### src/rtl/mem_writeback_buffer_pkg.sv
// Shared types for the writeback buffer / main-memory model.
package mem_writeback_buffer_pkg;

    localparam int ADDR_W = 5;
    localparam int DATA_W = 3;
    localparam int TAG_W  = 3;
    localparam int IDX_W  = 2;

    typedef enum logic [1:0] {
        ST_IDLE,
        ST_DRAIN,
        ST_FILL_FWD,
        ST_FILL_MEM
    } state_e;

    typedef struct packed {
        logic [TAG_W-1:0]  tag;
        logic [IDX_W-1:0]  index;
        logic [DATA_W-1:0] data;
    } wb_entry_t;

    function automatic logic [ADDR_W-1:0] entry_addr(input wb_entry_t e);
        return {e.tag, e.index};
    endfunction

endpackage

### src/rtl/mem_writeback_buffer_wb_fifo.sv
// Writeback FIFO with occupancy tracking and a youngest-match search port.
module wb_fifo
    import mem_writeback_buffer_pkg::*;
#(
    parameter int DEPTH = 4
) (
    input  logic                         clk,
    input  logic                         rst,
    input  logic                         push,
    input  wb_entry_t                    push_entry,
    input  logic                         pop,
    output wb_entry_t                    head_entry,
    output logic                         full,
    output logic                         empty,
    output logic [$clog2(DEPTH+1)-1:0]   occupancy,
    input  logic [ADDR_W-1:0]            search_addr,
    output logic                         search_hit,
    output logic [DATA_W-1:0]            search_data
);

    localparam int PTR_W = $clog2(DEPTH);
    localparam int CNT_W = $clog2(DEPTH + 1);

    wb_entry_t        store_q [DEPTH];
    logic [PTR_W-1:0] head_q, head_d;
    logic [PTR_W-1:0] tail_q, tail_d;
    logic [CNT_W-1:0] count_q, count_d;
    logic [PTR_W-1:0] slot;
    logic             do_push;
    logic             do_pop;

    assign full       = (count_q == CNT_W'(DEPTH));
    assign empty      = (count_q == '0);
    assign occupancy  = count_q;
    assign head_entry = store_q[head_q];
    assign do_push    = push && !full;
    assign do_pop     = pop && !empty;

    always_comb begin
        head_d  = head_q;
        tail_d  = tail_q;
        count_d = count_q;
        if (do_pop)  head_d = head_q + 1'b1;
        if (do_push) tail_d = tail_q + 1'b1;
        unique case ({do_push, do_pop})
            2'b10:   count_d = count_q + 1'b1;
            2'b01:   count_d = count_q - 1'b1;
            default: count_d = count_q;
        endcase
    end

    // Walk from oldest to youngest so the last hit wins.
    always_comb begin
        search_hit  = 1'b0;
        search_data = '0;
        slot        = head_q;
        for (int i = 0; i < DEPTH; i++) begin
            slot = head_q + PTR_W'(i);
            if (CNT_W'(i) < count_q && entry_addr(store_q[slot]) == search_addr) begin
                search_hit  = 1'b1;
                search_data = store_q[slot].data;
            end
        end
    end

    always_ff @(posedge clk) begin
        if (rst) begin
            head_q  <= '0;
            tail_q  <= '0;
            count_q <= '0;
        end else begin
            head_q  <= head_d;
            tail_q  <= tail_d;
            count_q <= count_d;
        end
    end

    always_ff @(posedge clk) begin
        if (do_push) store_q[tail_q] <= push_entry;
    end

endmodule

### src/rtl/mem_writeback_buffer.sv
// Main-memory model fed by a writeback FIFO; serves refills with
// store forwarding from the FIFO or fixed-latency backing-store reads.
module mem_writeback_buffer
    import mem_writeback_buffer_pkg::*;
#(
    parameter int DEPTH     = 4,
    parameter int WRITE_LAT = 2,
    parameter int READ_LAT  = 3
) (
    input  logic                        clk,
    input  logic                        rst,
    input  logic                        wb_valid,
    input  logic [TAG_W-1:0]            wb_tag,
    input  logic [IDX_W-1:0]            wb_index,
    input  logic [DATA_W-1:0]           wb_data,
    output logic                        wb_ready,
    input  logic                        fill_req,
    input  logic [TAG_W-1:0]            fill_tag,
    input  logic [IDX_W-1:0]            fill_index,
    output logic                        fill_busy,
    output logic                        fill_valid,
    output logic [DATA_W-1:0]           fill_data,
    output logic [$clog2(DEPTH+1)-1:0]  occupancy,
    output logic                        overflow
);

    localparam int MAX_LAT = (WRITE_LAT > READ_LAT) ? WRITE_LAT : READ_LAT;
    localparam int LAT_W   = $clog2(MAX_LAT + 1);
    localparam int WORDS   = 1 << ADDR_W;

    state_e            state_q, state_d;
    logic [LAT_W-1:0]  cnt_q, cnt_d;
    logic              fill_busy_q, fill_busy_d;
    logic              fill_pend_q, fill_pend_d;
    logic [ADDR_W-1:0] fill_addr_q, fill_addr_d;
    logic              fill_valid_q, fill_valid_d;
    logic [DATA_W-1:0] fill_data_q, fill_data_d;
    logic [DATA_W-1:0] fwd_q, fwd_d;
    logic              overflow_q, overflow_d;
    wb_entry_t         drain_q, drain_d;
    logic [DATA_W-1:0] mem_q [WORDS];

    wb_entry_t         push_entry;
    wb_entry_t         head_entry;
    logic              fifo_full;
    logic              fifo_empty;
    logic              fifo_pop;
    logic              search_hit;
    logic [DATA_W-1:0] search_data;
    logic              mem_we;

    assign push_entry = '{tag: wb_tag, index: wb_index, data: wb_data};

    wb_fifo #(.DEPTH(DEPTH)) u_fifo (
        .clk         (clk),
        .rst         (rst),
        .push        (wb_valid),
        .push_entry  (push_entry),
        .pop         (fifo_pop),
        .head_entry  (head_entry),
        .full        (fifo_full),
        .empty       (fifo_empty),
        .occupancy   (occupancy),
        .search_addr (fill_addr_q),
        .search_hit  (search_hit),
        .search_data (search_data)
    );

    always_comb begin
        state_d      = state_q;
        cnt_d        = cnt_q;
        fill_busy_d  = fill_busy_q;
        fill_pend_d  = fill_pend_q;
        fill_addr_d  = fill_addr_q;
        fill_valid_d = 1'b0;
        fill_data_d  = fill_data_q;
        fwd_d        = fwd_q;
        overflow_d   = overflow_q;
        drain_d      = drain_q;
        fifo_pop     = 1'b0;
        mem_we       = 1'b0;

        if (fill_req && !fill_busy_q) begin
            fill_busy_d = 1'b1;
            fill_pend_d = 1'b1;
            fill_addr_d = {fill_tag, fill_index};
        end
        if (wb_valid && fifo_full) overflow_d = 1'b1;

        unique case (state_q)
            ST_IDLE: begin
                // A waiting refill is decided before any new drain starts.
                if (fill_pend_q) begin
                    fill_pend_d = 1'b0;
                    if (search_hit) begin
                        fwd_d   = search_data;
                        state_d = ST_FILL_FWD;
                    end else begin
                        cnt_d   = LAT_W'(READ_LAT - 1);
                        state_d = ST_FILL_MEM;
                    end
                end else if (!fifo_empty) begin
                    fifo_pop = 1'b1;
                    drain_d  = head_entry;
                    cnt_d    = LAT_W'(WRITE_LAT - 1);
                    state_d  = ST_DRAIN;
                end
            end
            ST_DRAIN: begin
                if (cnt_q == '0) begin
                    mem_we  = 1'b1;
                    state_d = ST_IDLE;
                end else begin
                    cnt_d = cnt_q - 1'b1;
                end
            end
            ST_FILL_FWD: begin
                fill_data_d  = fwd_q;
                fill_valid_d = 1'b1;
                fill_busy_d  = 1'b0;
                state_d      = ST_IDLE;
            end
            ST_FILL_MEM: begin
                if (cnt_q == '0) begin
                    fill_data_d  = mem_q[fill_addr_q];
                    fill_valid_d = 1'b1;
                    fill_busy_d  = 1'b0;
                    state_d      = ST_IDLE;
                end else begin
                    cnt_d = cnt_q - 1'b1;
                end
            end
            default: state_d = ST_IDLE;
        endcase
    end

    always_ff @(posedge clk) begin
        if (rst) begin
            state_q      <= ST_IDLE;
            cnt_q        <= '0;
            fill_busy_q  <= 1'b0;
            fill_pend_q  <= 1'b0;
            fill_addr_q  <= '0;
            fill_valid_q <= 1'b0;
            fill_data_q  <= '0;
            fwd_q        <= '0;
            overflow_q   <= 1'b0;
            drain_q      <= '0;
        end else begin
            state_q      <= state_d;
            cnt_q        <= cnt_d;
            fill_busy_q  <= fill_busy_d;
            fill_pend_q  <= fill_pend_d;
            fill_addr_q  <= fill_addr_d;
            fill_valid_q <= fill_valid_d;
            fill_data_q  <= fill_data_d;
            fwd_q        <= fwd_d;
            overflow_q   <= overflow_d;
            drain_q      <= drain_d;
        end
    end

    always_ff @(posedge clk) begin
        if (rst) begin
            for (int i = 0; i < WORDS; i++) mem_q[i] <= '0;
        end else if (mem_we) begin
            mem_q[entry_addr(drain_q)] <= drain_q.data;
        end
    end

    assign wb_ready   = !fifo_full;
    assign fill_busy  = fill_busy_q;
    assign fill_valid = fill_valid_q;
    assign fill_data  = fill_data_q;
    assign overflow   = overflow_q;

endmodule

### config.mk
export PLATFORM = sky130hd
export DESIGN_NAME = mem_writeback_buffer
export DESIGN_NICKNAME = d
export VERILOG_FILES = /design/src/rtl/mem_writeback_buffer_pkg.sv /design/src/rtl/mem_writeback_buffer_wb_fifo.sv /design/src/rtl/mem_writeback_buffer.sv
export SDC_FILE = /design/constraint.sdc
export NUM_CORES = 1
export LEC_CHECK = 0
export ABC_CLOCK_PERIOD_IN_PS = 2600
export BUFFER_PORTS_ARGS = -buffer_cell sky130_fd_sc_hd__buf_2
export CORE_MARGIN = 1.5
export CORE_UTILIZATION = 25
export DETAILED_ROUTE_END_ITERATION = 7
export GPL_TIMING_DRIVEN = 0
export PLACE_DENSITY = 0.44
export SLEW_MARGIN = 25
export SYNTH_ARGS = -nofsm -noshare
export SYNTH_HDL_FRONTEND = slang
export SYNTH_HIERARCHICAL = 1
export SYNTH_SLANG_ARGS = --single-unit
### constraint.sdc
create_clock -name clk -period 2.6 [get_ports clk]
set_input_delay 0.26 -clock clk [delete_from_list [all_inputs] [get_ports clk]]
set_output_delay 0.26 -clock clk [all_outputs]
set_load 0.02 [all_outputs]
# After elaboration in Yosys (flattened, before gate mapping)
# Memories as Yosys holds them, arrays and structs flattened. A register that Yosys moved wholly into a read port is not among the register bits.
# Cells that the tools add are included.
totals:
  reg_bits: 34
  ram_bits: 128
  output_inout_bits: 10
  elab_cells: 115
  mem_count: 2
mem_list:
  columns: ["memory", "words", "width", "rd", "rd_clocked_by_memory_dff", "write_ports", "line", "rtl"]
  rows:
  - ["mem_q", 32, 3, 1, 1, 32, "mem_writeback_buffer.sv:41", "logic [DATA_W-1:0] mem_q [WORDS];"]
  - ["u_fifo.store_q", 4, 8, 4, 1, 1, "mem_writeback_buffer_wb_fifo.sv:24", "wb_entry_t store_q [DEPTH];"]
op_classes:
  magnitude_cmp: 4
  addsub: 7
  n_reduce_logical: 24
  bitwise: 2
  mux: 46
  eq_ne: 15
ops:
  columns: ["cell", "n"]
  rows:
  - ["two-way mux 1 bit", 23]
  - ["equality test 5 bit", 4]
  - ["two-way mux 3 bit", 6]
  - ["two-way mux 2 bit", 8]
  - ["two-way mux 5 bit", 3]
  - ["case mux 3 bit (2 select lines)", 2]
  - ["logical AND 1 bit", 8]
  - ["equality test 2 bit, second input constant", 3]
  - ["< comparator 1 x 3 -> 1 bit, first input constant", 2]
  - ["< comparator 2 x 3 -> 1 bit, first input constant", 2]
  - ["!= test 3 bit, second input constant", 2]
  - ["case mux 2 bit (3 select lines)", 1]
  - ["AND reduction 3 bit", 2]
  - ["nonzero test 2 bit", 3]
  - ["adder 2 x 1 -> 2 bit, second input constant", 2]
  - ["adder 2 bit, second input constant", 2]
  - ["equality test 2 x 1 -> 1 bit, second input constant", 2]
  - ["zero test 2 bit", 2]
  - ["!= test 2 bit, second input constant", 2]
  - ["case mux 1 bit (2 select lines)", 2]
  - ["case mux 2 bit (2 select lines)", 1]
  - ["AND reduction 2 bit", 2]
  - ["AND reduction 4 bit", 1]
  - ["adder 3 x 1 -> 3 bit, second input constant", 1]
  - ["other kinds (9)", 12]

# Logic depth before layout (Yosys ltp)
# Gate-level depths: netlist of run 1.
# An unclocked memory read counts as a cell.
logic_depth:
  ltp_word: 10
  ltp_mapped: 13
  mapped_depth_nobuf: 11

# Modules after synthesis
# Netlist of run 1, hierarchy kept.
by_module_without_submodules:
  columns: ["module", "n_inst", "cells_each", "area_per_inst_um2", "seq_area_each_um2"]
  rows:
  - ["mem_writeback_buffer", 1, 451, 5871.9, 3523.4]
  - ["wb_fifo", 1, 192, 2618.8, 1141.1]

# Worst setup path after synthesis of run 1
# No wires, ideal clock.
synth_timing:
  kind: "register to register"
  from: "register u_fifo.head_q[1]"
  to: "register cnt_q[1]"
  setup_time_ns: 0.071
  stages_incl_launch_ff: 12
  setup_slack_ns: -0.091
  arrival_ns: 2.620
  t_required_ns: 2.529
  cell_sequence: "dfxtp_1 buf_6 mux4_1 xnor2_1 nand4_1 nor2_1 or2_2 or3_1 nand2_1 a32oi_1 a211o_1 a21oi_1"
synth_via:
  elab_chain_len: 9
synth_lines:
  columns: ["item", "line", "rtl"]
  rows:
  - ["start, declared", "mem_writeback_buffer_wb_fifo.sv:25", "logic [PTR_W-1:0] head_q, head_d;"]
  - ["start signal, assigned", "mem_writeback_buffer_wb_fifo.sv:68", "head_q <= '0;"]
  - ["start signal, assigned", "mem_writeback_buffer_wb_fifo.sv:72", "head_q <= head_d;"]
  - ["adder 2 x 1 -> 2 bit", "mem_writeback_buffer_wb_fifo.sv:58", "slot = head_q + PTR_W'(i);"]
  - ["memory read (4 x 8 bit) *", null, null]
  - ["equality test 5 bit", "mem_writeback_buffer_wb_fifo.sv:59", "if (CNT_W'(i) < count_q && entry_addr(store_q[slot]) == search_addr) begin"]
  - ["logical AND 1 bit", "mem_writeback_buffer_wb_fifo.sv:59", null]
  - ["two-way mux 1 bit (2 in a row)", "mem_writeback_buffer_wb_fifo.sv:59", null]
  - ["two-way mux 1 bit *", "mem_writeback_buffer_wb_fifo.sv:59", null]
  - ["named net search_hit", "mem_writeback_buffer.sv:48", "logic search_hit;"]
  - ["!= test 3 bit (no source line) *", null, null]
  - ["AND reduction 4 bit (no source line) *", null, null]
  - ["end signal, assigned", "mem_writeback_buffer.sv:151", "cnt_q <= cnt_d;"]
  - ["end, declared", "mem_writeback_buffer.sv:32", "logic [LAT_W-1:0] cnt_q, cnt_d;"]
# Mark *: on every way through the listed nets, which the timed path passes. The rest lies on a longest branch.
# A chain may end at the register's enable or synchronous reset.

# Final worst setup path of run 1
# Same ends and word-level chain as after synthesis.

==> results of run 1 <==
through the flow:
stage | instances | power [mW]
after floorplan | 643 | 4.75
after global placement | 1116 | 5.41
after detailed placement | 1116 | 5.41
after CTS | 1167 | 8.15
after global routing | 1170 | 8.54
final | 1170 | 8.18
final cells by class:
type	instances	area, µm²
inverter	11	41.3
buffer	62	305
tap	448	561
timing repair buffer	49	313
multi-input combinational	399	3660
clock inverter	7	63.8
clock buffer	25	508
fill	3400	23300
sequential	169	4670
cells in the mapped netlist, types with 6 or more instances:
cell type    n
mux4_2      39
buf_2        6
mux2i_1     30
a21o_1      33
ha_1        10
edfxtp_1   128
clkbuf_1    49
and3_1      99
dfxtp_1     41
nor2_1      46
mux4_1      11
xnor2_1     21
o21ai_0      6
nand2_1     15
a21oi_1     10
inv_1       11
o22ai_1      7
nor3_1      15
kinds of logic (layout without fill, tap and decap cells):
group           after synthesis  in the layout  synth area share [%]
flops                       169            169                  54.9
fa+ha+maj                    10             10                  1.47
mux                          85             85                  17.9
compound gates               71             71                  5.75
buf+inv                      75            154                  3.85
xor+xnor                     24             24                  2.48
simple gates                209            209                  13.6
routing by layer:
metal | global-route usage, % | share of wire, % | vias to the layer above
met1 | 17.4 | 44 | 2767
met2 | 23.5 | 50 | 115
met4 | 4.53 | 1.8 | 0
met5 | 0 | 0 | -
met3 | 3.10 | 4.3 | 25
li1 | - | - | 2583
worst max path at each step:
| stage | start | end | slack (ns) | cells after the start |
|---|---|---|---|---|
| after global routing | u_fifo/head_q[0] | fwd_q[0] | -0.21 | 12 |
| after global placement | u_fifo/head_q[1] | fwd_q[2] | -0.53 | 11 |
| final | u_fifo/head_q[1] | cnt_q[1] | -0.11 | 11 |
| after CTS | u_fifo/head_q[1] | cnt_q[1] | -0.13 | 11 |
| after floorplan | u_fifo/head_q[1] | fwd_q[0] | -0.02 | 11 |
| after detailed placement | u_fifo/head_q[1] | fwd_q[0] | -0.53 | 11 |
worst register-to-register path, cell delays in order (launching register included):
cell and delay [ns]:
dfxtp_4 0.39, buf_8 0.14, mux4_2 0.53, xnor2_2 0.16
nand4_1 0.14, nor2_4 0.06, or2_4 0.25, or3_4 0.34
nand2_4 0.09, a32oi_4 0.15, a211o_1 0.27, a21oi_2 0.12
flip-flops by register name, summed over array words and instances (netlist names), 2 cells and up, named ones only:
signal	cells
u_fifo/store_q	32
mem_q	96
state_q	2
fwd_q	3
fill_data	3
cnt_q	2
u_fifo/occupancy	3
u_fifo/head_q	2
drain_q	8
fill_addr_q	5
u_fifo/tail_q	2
power by group through the flow:
stage               Combinational (mW)  Clock [mW]  Sequential, mW
floorplan                         1.43           0            3.31
global placement                  2.06           0            3.35
detailed placement                2.05           0            3.36
CTS                               2.27        2.56            3.31
global route                      2.53        2.65            3.35
finish                            2.35        2.52            3.32
cell usage in the layout, fill, tap and decap left out, types with 4 or more instances in the layout:
cell type	n
xnor2_1	16
o22ai_1	7
nand4_1	4
mux2_2	5
a21oi_1	8
ha_1	10
and3_1	99
clkbuf_1	52
nor3_1	11
nor3b_1	4
mux4_2	45
inv_1	11
xnor2_2	5
nand2b_1	5
edfxtp_1	128
buf_8	4
clkinv_2	4
o21ai_0	6
dfxtp_2	4
dfxtp_1	36
mux4_1	5
buf_4	25
clkbuf_16	19
a21o_1	33
nor2_1	42
nor2b_1	4
nand2_1	13
mux2i_1	30
and2_1	5
buf_2	28
what timing repair did:
| action | in CTS | in global routing |
|---|---|---|
| buffers inserted | 22 | 3 |
| pin swaps | 23 | 13 |
| setup endpoints to repair | 9 | 72 |
| resized for setup | 44 | 13 |
| gates cloned | 0 | 0 |
==> reports/results.ini, run 1 <==
[outcome]
outcome=complete, but fails checks
violations=setup timing

[detailed_routing]
postRouteAntennaNets=0
vias=5490
dr.pass1.iters=6
drc=0
viasPerCell=4.69
wl_um=23800
drtIter0Drc=323
wl_per_cell_um=20.3

[logic_synthesis]
synth.distinct_cells=45
synthCells=643
syn_avg_cell_area_um2=13.2
ys_seq_area_share_pct=54.9
synth_top_area_cell=edfxtp_1
yosys_register_bits=169
syn_nets=670
synth_edf_count=128
yosysWarnings=6
yosys.area.top_type_share_pct=45.3
ys_top_cells_by_area=edfxtp_1, mux4_2, dfxtp_1
synthesis.area_mm2=0.00849
synthArstFlopShare_pct=0
ys.flop_type=edfxtp_1

[power_and_ir_drop]
power.switching_mw=2.64
ir_drop_mv=0.514
power.density_mw_per_mm2=808
power_frac_clock_pct=30.7
p_int_mw=5.55
power.leakage_nw=3.95
p_seq_share_pct=40.5
p_sw_share_pct=32.2
power_frac_comb_pct=28.7

[critical_path]
cp_num_buf_inv=1
worstReg2RegEnd=cnt_q[1]
cp.arrival_ns=3.08
r2r_start=u_fifo/head_q[1]
required_ns=2.96
endpoint_kind=flip-flop
cp_cell_sequence=buf_8 -> mux4_2 -> xnor2_2 -> nand4_1 -> nor2_4 -> or2_4 -> or3_4 -> nand2_4 -> a32oi_4 -> a211o_1 -> a21oi_2
crit_family=simple AND/OR/NAND/NOR gates
critPathMaxStageDelay_ns=0.53
reg2reg_slack_ns=-0.11
critPathMaxFanout=8
crit_slowest_cell=mux4_2
critPathKind=reg -> reg
worstRegToRegCells=11
critPathLaunchType=flip-flop

[global_routing]
antenna_found_initial=0
grt_pass1_vias=5719
grt_max_degree=17
grt-ovfl-total=0
track_usage_pct=13.8
grt_pass1_wl_um=35500

[cells_and_area]
final_core_util_pct=30.3
synthToLayoutAreaGrowth_pct=19.2
final_area_mm2=0.0101
diodes=0
drive_gt1_share_pct=23.5
nNetsFinal=736

[die]
start_util_pct=25.4
num_io_pins=27
die_area_mm2=0.0351
design.core.area_mm2=0.0334
rows=67
die_x_um=187
die_y_um=187

[timing]
fmax_mhz=369
setup_viol=23
finalMaxSlewViolations=0
hold_ws_ns=0.0393
finalHoldViolations=0
min_period_ns=2.71
maxSlewHeadroom_pct=39.3
worst_pin_slew_ns=0.903
finClkSkew_ns=0.00836
fin_crit_sh_pct=104
fin_setup_tns_ns=-0.530
setup_slack_ns=-0.112
rsz0062_at_grt=yes

[place]
hpwl_um=16600
place_congestion=0.775
dp_slack_ns=-0.530
place_area_mm2=0.00919
io_buffers=25

[cts]
clockBufferDepth=2
cts.htree.levels=4
clk_pin_slew_ns=0.06
clk_latency_ns=0.44
cts_hold_buf=0
root_buffer=clkbuf_16
cts_tree=done
clock-sinks=169
numCtsBuffers=17

[flow_run]
drv_cap=0

[worst_hold_path]
hold_path.startpoint=wb_data[1]
min_to=u_fifo/store_q[2][1]
holdPathStages=1
hp-class=in -> reg

Note: power is estimated with default switching activity, not from simulation.
==> inputs of run 2 (changes only) <==
--- a/config.mk
+++ b/config.mk
@@ -11,7 +11,6 @@
 export CORE_UTILIZATION = 25
 export DETAILED_ROUTE_END_ITERATION = 7
 export GPL_TIMING_DRIVEN = 0
-export PLACE_DENSITY = 0.44
 export SLEW_MARGIN = 25
 export SYNTH_ARGS = -nofsm -noshare
 export SYNTH_HDL_FRONTEND = slang
==> run 2 against run 1 <==
Compared with the run above: the run still ends with setup timing left; critical path depth up 1; routed wire length decreased by 9.9%; via count rose by 1.3%; sequential cell count did not move; sequential power barely moved; maximum frequency about the same; clock skew increased by 0.0039 ns; non-clock buffer count grew 2; total power down 1.1%; combinational power is 2% lower; setup slack better by 0.0021 ns; die area unchanged.
==> reports/results.ini, run 2 (same netlist as run 1, synthesis figures left out) <==
[critical_path]
cp.arrival_ns=3.01  ; -0.07 ns
worstRegToRegCells=12  ; +1
reg2reg_slack_ns=-0.11  ; about the same
required_ns=2.90  ; -0.06 ns
critPathMaxFanout=8  ; unchanged
worstReg2RegEnd=fwd_q[2]
endpoint_kind=flip-flop
critPathLaunchType=flip-flop
r2r_start=u_fifo/head_q[0]
critPathKind=reg -> reg

[cells_and_area]
drive_gt1_share_pct=23.1  ; -0.45 points
most-common-layout-cells=edfxtp_1, and3_1, clkbuf_1
diodes=0  ; unchanged
fin_cells=1171  ; +0.085%
final_core_util_pct=30.2  ; -0.10 points
final_common_cell=edfxtp_1
register_area_mm2=0.00467  ; about the same
largest_register=mem_q
fillCellCount=3344  ; -1.6%
synthToLayoutAreaGrowth_pct=18.8
top_regs=mem_q x96, u_fifo/store_q x32, drain_q x8
largest_reg_flops=96  ; unchanged
nNetsFinal=738  ; +0.27%
multiInputGateArea_mm2=0.00362  ; -1.1%

[flow_run]
drv_cap=0  ; unchanged

[detailed_routing]
drtIter0Drc=457  ; +41%
drc=0  ; unchanged
wl_per_cell_um=18.3  ; -9.9%
dr.pass1.iters=5  ; -1
postRouteAntennaNets=0  ; unchanged
vias=5564  ; +1.3%
viasPerCell=4.75  ; +1.3%
wl_um=21400  ; -9.9%

[timing]
setup_viol=5  ; -78%
fin_crit_sh_pct=104  ; about the same
worst_pin_slew_ns=0.858  ; -0.0445 ns
rsz0062_at_grt=yes
setup_slack_ns=-0.110  ; +0.00206 ns
fmax_mhz=369  ; about the same
finalMaxSlewViolations=0  ; unchanged
finalHoldViolations=0  ; unchanged
maxSlewHeadroom_pct=42.3  ; +3.0 points
min_period_ns=2.71  ; -0.00206 ns
finClkSkew_ns=0.0123  ; +0.00393 ns

[power_and_ir_drop]
power_mw=8.09  ; -1.1%
power.leakage_nw=3.92  ; -0.76%
power_frac_clock_pct=30.5  ; -0.2 points
power_frac_comb_pct=28.5  ; -0.2 points
p_sw_share_pct=31.9  ; -0.34 points
p_seq_share_pct=41.0  ; +0.5 points
ir_drop_mv=0.577  ; +12%
p_int_mw=5.51  ; -0.65%
power.density_mw_per_mm2=801  ; -0.82%
power.switching_mw=2.58  ; -2.2%

[place]
hpwl_um=14800  ; -11%
io_buffers=25  ; unchanged
place_congestion=0.857  ; +11%
dpl.cell_count=1116  ; unchanged

[cts]
cts.htree.levels=4  ; unchanged
clk_latency_ns=0.43  ; about the same
clk_pin_slew_ns=0.06  ; about the same
numCtsBuffers=17  ; unchanged
cts_hold_buf=0  ; unchanged
cts_tree=done
root_buffer=clkbuf_16
clockBufferDepth=2  ; unchanged
clock-sinks=169  ; unchanged

[worst_hold_path]
holdPathStages=1  ; unchanged
min_to=u_fifo/store_q[3][5]
hold_path.startpoint=wb_tag[0]
hp-class=in -> reg

[global_routing]
track_usage_pct=12.3  ; -1.5 points
antenna_found_initial=0  ; unchanged
grt-ovfl-total=0  ; unchanged
grt_pass1_wl_um=32300  ; -9.1%
grt_pass1_vias=5493  ; -4.0%
grt_max_degree=17  ; unchanged

[die]
rows=67  ; unchanged
num_io_pins=27  ; unchanged
design.core.area_mm2=0.0334  ; unchanged
start_util_pct=25.4  ; unchanged
die_area_mm2=0.0351  ; unchanged
die_x_um=187  ; unchanged
die_y_um=187  ; unchanged

[outcome]
violations=setup timing
outcome=complete, but fails checks

run 2: changes by cell type in the layout (fill, tap and decap cells not counted), moves of 2 or more:
cell        delta
o31ai_1        +2
clkbuf_16      -2
buf_6          +4
clkinvlp_4     +2
clkbuf_1       -2
nor3_4         -2
inv_6          +2
run 2: area by class of cell:
cell class / count / share of cell area [%]
Tap cell: 448 / 5.55
Multi-Input combinational cell: 399 / 35.9
Inverter: 11 / 0.409
Timing Repair Buffer: 51 / 3.32
Sequential cell: 169 / 46.3
Buffer: 62 / 3.00
Clock inverter: 11 / 1.23
Clock buffer: 20 / 4.33
run 2: how the worst max path moves through the flow:
stage,from,endpoint,slack (ns),cells past startpoint
global route,u_fifo/head_q[0],fwd_q[2],-0.23,12
CTS,u_fifo/head_q[0],cnt_q[1],-0.16,12
detailed placement,u_fifo/head_q[1],fwd_q[2],-0.44,11
global placement,u_fifo/head_q[1],fwd_q[2],-0.44,11
floorplan,u_fifo/head_q[1],fwd_q[0],-0.02,11
finish,u_fifo/head_q[0],fwd_q[2],-0.11,12
run 2: critical path, cell delays in order (launching register included):
cell,delay [ns]
dfxtp_2,0.35
buf_8,0.15
buf_8,0.12
buf_6,0.11
mux4_2,0.52
xnor2_2,0.22
o21ai_2,0.10
buf_4,0.16
or2_1,0.24
a311oi_1,0.29
o31ai_1,0.13
mux2i_1,0.14
nor2_1,0.05
run 2: repair_timing:
action,4_1_cts,5_1_grt
setup buffers,16,11
setup endpoints to repair,7,32
pin swaps,14,16
gates resized for setup,35,14
run 2: power groups by stage:
stage	Combinational [mW]	Sequential, mW	Clock, mW
2_1_floorplan	1.43	3.31	0
6_report	2.30	3.32	2.47
3_3_place_gp	1.97	3.34	0
3_5_place_dp	1.98	3.35	0
4_1_cts	2.19	3.31	2.49
5_1_grt	2.48	3.35	2.60
run 2: per-stage QoR:
| step | hold slack (ns) | instance area (µm²) | setup slack, ns | TNS (ns) |
|---|---|---|---|---|
| 3_5_place_dp | 0.445 | 9190 | -0.445 | -2.11 |
| 6_report | 0.0441 | 10100 | -0.110 | -0.287 |
| 3_3_place_gp | 0.445 | 9190 | -0.445 | -2.08 |
| 4_1_cts | 0.0354 | 9980 | -0.157 | -0.531 |
| 2_1_floorplan | 0.359 | 8500 | -0.0178 | -0.0534 |
| 5_1_grt | 0.0346 | 10100 | -0.229 | -1.25 |
run 2: layer usage:
layer	vias up	GRT usage, %	share of wire (%)
li1	2582	-	-
met2	158	20.9	49
met4	0	3.72	1.9
met1	2791	15.7	44
met5	-	0	0
met3	33	2.50	4.5
